$ cat src/rtl/sa_stream.sv
// rtl/sa_stream.sv - weight-stationary systolic array with streaming ifmap vectors
// Weights load row by row, ifmap vectors stream through a skewed PE grid, outputs are deskewed per vector.
module sa_stream #(
  parameter int ROWS       = 4,
  parameter int COLS       = 4,
  parameter int DATA_WIDTH = 8,
  parameter int PSUM_WIDTH = 32,
  parameter int SIGNED     = 1
) (
  input  logic                             clk,
  input  logic                             rst,
  input  logic                             w_valid_i,
  output logic                             w_ready_o,
  input  logic [DATA_WIDTH*COLS-1:0]       w_data_i,
  input  logic                             x_valid_i,
  output logic                             x_ready_o,
  input  logic [DATA_WIDTH*ROWS-1:0]       x_data_i,
  input  logic                             x_last_i,
  output logic                             y_valid_o,
  output logic [PSUM_WIDTH*COLS-1:0]       y_data_o,
  output logic                             y_last_o,
  output logic                             busy_o
);

  localparam int LAT = ROWS + COLS;
  localparam int CW  = $clog2(LAT + 1);

  typedef enum logic [1:0] {IDLE, LOAD, COMPUTE, DRAIN} state_t;

  state_t          state, state_n;
  logic [CW-1:0]   cnt, cnt_n;
  logic [CW-1:0]   wrow;
  logic            rdy_en;
  logic            w_fire, x_fire;

  logic [DATA_WIDTH-1:0] w_q  [ROWS][COLS];
  logic [DATA_WIDTH-1:0] sk   [ROWS][ROWS];
  logic [DATA_WIDTH-1:0] x_q  [ROWS][COLS];
  logic [DATA_WIDTH-1:0] pe_x [ROWS][COLS];
  logic [PSUM_WIDTH-1:0] ps_q [ROWS][COLS];
  logic [PSUM_WIDTH-1:0] pe_p [ROWS][COLS];
  logic [PSUM_WIDTH-1:0] ds   [COLS][COLS];
  logic [PSUM_WIDTH*COLS-1:0] y_next;
  logic [LAT-1:0]        vp, lp;

  // Operands are widened before the multiply so the product wraps at PSUM_WIDTH.
  function automatic logic [PSUM_WIDTH-1:0] mul_ext(input logic [DATA_WIDTH-1:0] a,
                                                    input logic [DATA_WIDTH-1:0] b);
    logic [PSUM_WIDTH-1:0] ae, be;
    if (SIGNED != 0) begin
      ae = PSUM_WIDTH'($signed(a));
      be = PSUM_WIDTH'($signed(b));
    end else begin
      ae = PSUM_WIDTH'(a);
      be = PSUM_WIDTH'(b);
    end
    return ae * be;
  endfunction

  assign w_ready_o = rdy_en && (state == IDLE || state == LOAD);
  assign x_ready_o = (state == COMPUTE);
  assign busy_o    = (state != IDLE);
  assign w_fire    = w_valid_i && w_ready_o;
  assign x_fire    = x_valid_i && x_ready_o;
  assign wrow      = (state == LOAD) ? cnt : '0;

  always_ff @(posedge clk or posedge rst) begin
    if (rst) begin
      state  <= IDLE;
      cnt    <= '0;
      rdy_en <= 1'b0;
    end else begin
      state  <= state_n;
      cnt    <= cnt_n;
      rdy_en <= 1'b1;
    end
  end

  always_comb begin
    state_n = state;
    cnt_n   = cnt;
    case (state)
      IDLE: if (w_fire) begin
        cnt_n   = (ROWS == 1) ? '0 : CW'(1);
        state_n = (ROWS == 1) ? COMPUTE : LOAD;
      end
      LOAD: if (w_fire) begin
        if (cnt == CW'(ROWS - 1)) begin
          state_n = COMPUTE;
          cnt_n   = '0;
        end else begin
          cnt_n = cnt + 1'b1;
        end
      end
      COMPUTE: if (x_fire && x_last_i) begin
        state_n = DRAIN;
        cnt_n   = '0;
      end
      DRAIN: if (cnt == CW'(LAT - 1)) begin
        state_n = IDLE;
        cnt_n   = '0;
      end else begin
        cnt_n = cnt + 1'b1;
      end
      default: state_n = IDLE;
    endcase
  end

  always_ff @(posedge clk or posedge rst) begin
    if (rst) begin
      for (int r = 0; r < ROWS; r++)
        for (int c = 0; c < COLS; c++)
          w_q[r][c] <= '0;
    end else if (w_fire) begin
      for (int r = 0; r < ROWS; r++)
        if (wrow == CW'(r))
          for (int c = 0; c < COLS; c++)
            w_q[r][c] <= w_data_i[DATA_WIDTH*c +: DATA_WIDTH];
    end
  end

  // Row r of the ifmap reaches column 0 after r extra cycles; bubbles enter as zeros.
  always_ff @(posedge clk or posedge rst) begin
    if (rst) begin
      for (int r = 0; r < ROWS; r++)
        for (int i = 0; i < ROWS; i++)
          sk[r][i] <= '0;
    end else begin
      for (int r = 0; r < ROWS; r++) begin
        sk[r][0] <= x_fire ? x_data_i[DATA_WIDTH*r +: DATA_WIDTH] : '0;
        for (int i = 1; i < ROWS; i++)
          sk[r][i] <= sk[r][i-1];
      end
    end
  end

  always_comb begin
    for (int r = 0; r < ROWS; r++) begin
      for (int c = 0; c < COLS; c++) begin
        pe_x[r][c] = (c == 0) ? sk[r][r] : x_q[r][(c == 0) ? 0 : c - 1];
        pe_p[r][c] = (r == 0) ? '0 : ps_q[(r == 0) ? 0 : r - 1][c];
      end
    end
  end

  // Ifmap moves right, partial sums move down; each PE adds its product to the sum from above.
  always_ff @(posedge clk or posedge rst) begin
    if (rst) begin
      for (int r = 0; r < ROWS; r++)
        for (int c = 0; c < COLS; c++) begin
          x_q[r][c]  <= '0;
          ps_q[r][c] <= '0;
        end
    end else begin
      for (int r = 0; r < ROWS; r++)
        for (int c = 0; c < COLS; c++) begin
          x_q[r][c]  <= pe_x[r][c];
          ps_q[r][c] <= pe_p[r][c] + mul_ext(pe_x[r][c], w_q[r][c]);
        end
    end
  end

  always_ff @(posedge clk or posedge rst) begin
    if (rst) begin
      for (int c = 0; c < COLS; c++)
        for (int i = 0; i < COLS; i++)
          ds[c][i] <= '0;
    end else begin
      for (int c = 0; c < COLS; c++) begin
        ds[c][0] <= ps_q[ROWS-1][c];
        for (int i = 1; i < COLS; i++)
          ds[c][i] <= ds[c][i-1];
      end
    end
  end

  // Column c finishes c cycles after column 0, so it is delayed COLS-1-c cycles to line up.
  always_comb begin
    y_next = '0;
    for (int c = 0; c < COLS; c++) begin
      if (c == COLS - 1)
        y_next[PSUM_WIDTH*c +: PSUM_WIDTH] = ps_q[ROWS-1][c];
      else
        y_next[PSUM_WIDTH*c +: PSUM_WIDTH] = ds[c][(c >= COLS - 1) ? 0 : COLS - 2 - c];
    end
  end

  always_ff @(posedge clk or posedge rst) begin
    if (rst) begin
      vp        <= '0;
      lp        <= '0;
      y_valid_o <= 1'b0;
      y_last_o  <= 1'b0;
      y_data_o  <= '0;
    end else begin
      vp        <= {vp[LAT-2:0], x_fire};
      lp        <= {lp[LAT-2:0], x_fire && x_last_i};
      y_valid_o <= vp[LAT-1];
      y_last_o  <= vp[LAT-1] && lp[LAT-1];
      if (vp[LAT-1])
        y_data_o <= y_next;
    end
  end

endmodule
$ cat config.mk
export PLATFORM = sky130hd
export DESIGN_NAME = sa_stream
export DESIGN_NICKNAME = d
export VERILOG_FILES = /design/src/rtl/sa_stream.sv
export SDC_FILE = /design/constraint.sdc
export NUM_CORES = 2
export LEC_CHECK = 0
export BUFFER_PORTS_ARGS = -buffer_cell sky130_fd_sc_hd__buf_2
export CORE_MARGIN = 2
export CORE_UTILIZATION = 58
export DETAILED_ROUTE_END_ITERATION = 10
export PLACE_DENSITY = 0.78
export SETUP_SLACK_MARGIN = 0.02
export SYNTH_ARGS = -nofsm -noshare
export SYNTH_HDL_FRONTEND = slang
export SYNTH_SLANG_ARGS = --single-unit
$ cat constraint.sdc
create_clock -name clk -period 27.7 [get_ports clk]
set_input_delay 1.385 -clock clk [delete_from_list [all_inputs] [get_ports clk]]
set_output_delay 1.385 -clock clk [all_outputs]
set_load 0.05 [all_outputs]
==> key figures <==
Synthesis
  – Synth Register Bits: 1037
  – Synth Instances: 7237
  – EDFF count, synth: 0
  – Syn avg cell area: 11.0 sq um
  – Synthesized net count: 8991
  – Most frequent cells after synthesis: inv_1, dfrtp_1, fa_1, ha_1, and2_1
  – Fraction of registers with async set/reset: 100%
  – Yosys warns: 0
  – Synth Flop Type: dfrtp_1
  – Register area share after synthesis: 32.5%
  – Most numerous cell in the Yosys netlist: inv_1
  – Synth area leaders: dfrtp_1, fa_1, ha_1
  – Mapped Area: 79900 sq um
  – Top cell type's share of synthesized area: 32.5%
  – Synth area leader: dfrtp_1
  – Distinct cells, synth: 75

Finish
  – Multi-input gate area: 48400 sq um
  – Nets@finish: 9242
  – Fillers: 10500
  – Storage cell area: 26000 sq um
  – Area grow syn2layout: 8.69%
  – Share of layout cells above drive strength 1: 9.61%

Worst setup path
  – Setup CP Type: reg2reg
  – Worst R2R Start: pe_x[29]
  – Slowest stage delay, CP: 0.54 ns
  – FF-to-FF End: ps_q[126]
  – Highest-delay cell along the critical path: fa_1
  – CP endpoint kind: flip-flop
  – FF-to-FF path depth: 29
  – Worst path arrival time: 7.89 ns
  – Critical path startpoint: pe_x[29]
  – CP Capture Point: ps_q[126]
  – Crit Path Max Fanout: 18
  – Startpoint Class: flip-flop
  – Reg2Reg Setup Slack: 20.41 ns
  – Worst Path Required: 28.30 ns

Run
  – Max_cap viols: 0

STA
  – Skew final: 0.0469 ns
  – Worst slew margin: 24.6%
  – Post-route setup TNS: 0 ns
  – Worst-Margin Slew: 1.13 ns
  – Hold Fails Final Rpt: 0
  – RSZ-0062 raised after global routing: false
  – Final clock period utilization by the worst path: 26.3%
  – Post-layout minimum cycle time: 7.29 ns
  – Slew Limit Fails: 0
  – Maximum clock frequency: 0.137 GHz
  – Final setup vio count: 0

Clocking
  – Post-CTS Setup Inserts: 0
  – Clock Latency Late Sink: 0.74 ns
  – H-tree levels: 3
  – # clock sinks: 1037
  – Root Driver: clkbuf_16
  – Inserted Clock Buffers: 109
  – CTS tree: yes
  – Cts repair resizes: 0
  – Hold buffers post-CTS: 0
  – CTS clk-pin slew, worst paths: 0.06 ns
  – Clk buf depth: 3

GRT
  – Met3 usage: 3.53%
  – Antenna violations before repair: 8
  – First-pass GRT wire length: 269000 um
  – GRT Overall Usage: 23.6%
  – Largest net degree at the start of global routing: 173
  – GR Util met2: 39.1%
  – Vias in the first global route: 53700
  – Gr ovfl total: 0
  – GR met1 Demand/Resource: 32.9%
  – Global route hottest layer: met2

Place
  – Hpwl dp: 126000 um
  – RePlAce Congestion: 0.864
  – Number of port buffers: 201

Worst hold path
  – Hold path start: ds[468]
  – Worst Hold Class: reg2reg
  – Hold Path Depth: 0

Detailed routing
  – WL/cell: 16.8 um
  – Drt total wl: 158000 um
  – DRC viols: 0
  – 1st-iter DRT viols: 2902
  – Antenna-violating nets left: 0
  – Pre-antenna DRT Iters: 6
  – Vias/cell: 5.30
  – Overall via count from detail_route: 49700

Floorplan
  – Row count: 136
  – Die Ht: 375 um
  – Die Wd: 375 um
  – Die ar.: 141000 sq um
  – IO Count: 202
  – CORE AREA: 137000 sq um
  – Initial Utilization: 58.2%

Power and ir drop
  – Total power: 9.54 mW
  – Power Density: 110 nW/um^2
  – VDD IR max: 103 uV
  – Cell leakage power: 44.8 nW

Status
  – Status: finished, final reports clean
cells by family (layout without fill, tap and decap cells):
kind of cell               Yosys count  count (layout)  share of synthesized area [%]
AOI/OAI and AO/OA                  739             739                           6.05
DFF                               1037            1037                           32.5
adders and majority gates         1685            1685                           35.5
buffers and inverters             1491            1833                           7.01
and+or+nand+nor                   1588            1588                           10.5
xor gates and xnor gates           430             430                           4.71
muxes                              266             266                           3.75
other                                1               5                        0.00469
report_power, final:
group | switching (mW) | internal, mW | total (mW)
Combinational | 3.08 | 2.26 | 5.34
Sequential | 0.497 | 2.18 | 2.68
Clock | 0.637 | 0.886 | 1.52
through the flow:
step / utilization [%] / instance area (sq um) / hold WS [ns] / worst slack (ns) / std cells
finish: 63.3 / 86800 / 0.337 / 20.41 / 9377
global route: 63.3 / 86800 / 0.343 / 19.91 / 9373
CTS: 63.3 / 86800 / 0.338 / 20.45 / 9373
detailed placement: 60.5 / 83000 / 0.335 / 20.54 / 9171
global placement: 60.5 / 83000 / 0.331 / 20.64 / 9171
floorplan: - / 79900 / 0.331 / 12.02 / 7237
cell usage in the layout (no fill, tap or decap), drive strengths merged, types with 71 or more instances in the layout:
| cell | instances |
|---|---|
| o21ai | 146 |
| mux2 | 265 |
| clkbuf | 135 |
| xor2 | 71 |
| ha | 713 |
| buf | 220 |
| dfrtp | 1037 |
| a21oi | 224 |
| inv | 1425 |
| xnor2 | 359 |
| nand2b | 87 |
| nor2b | 87 |
| and2 | 620 |
| fa | 972 |
| a21o | 103 |
| nand2 | 397 |
| nor2 | 203 |
area by class of cell:
cell class / count / area share [%]
multi-input combinational: 4709 / 55.7
sequential: 1037 / 29.9
inverter: 1411 / 6.10
clock buffer: 135 / 3.44
tap: 1794 / 2.59
timing repair buffer: 220 / 1.37
clock inverter: 67 / 0.911
antenna: 4 / 0.0115
worst min path at each step:
| stage | to | slack [ns] |
|---|---|---|
| 2_1_floorplan | ds[224] | 0.33 |
| 3_3_place_gp | ds[473] | 0.33 |
| 3_5_place_dp | ds[242] | 0.33 |
| 4_1_cts | ds[416] | 0.34 |
| 5_1_grt | ds[374] | 0.34 |
| 6_report | ds[436] | 0.34 |
critical path: cells and delay by family (launching register included):
kind / cells / cell delay [ns]
AO/OA/AOI/OAI: 9 / 1.81
XOR/XNOR: 2 / 0.27
adder cells (fa/ha/maj): 6 / 2.76
buffers and inverters: 5 / 0.43
flip-flops: 1 / 0.50
AND/OR/NAND/NOR: 7 / 1.39
per-layer routing:
metal	wire length (um)	part of all wire [%]	vias up
li1	-	-	23100
met1	71000	45	25400
met2	75700	48	939
met3	7960	5.0	226
met4	3060	1.9	2
met5	10	0.0063	-
flip-flops by register name (all words and copies together), names as in the netlist:
register and count:
cnt 4, ds 192, lp 8, pe_p 260
pe_x 128, ps_q 128, rdy_en 1, sk 48
state 2, vp 8, w_q 128, y_data_o 128
y_last_o 1, y_valid_o 1
Power figures use the tool's default switching activity.
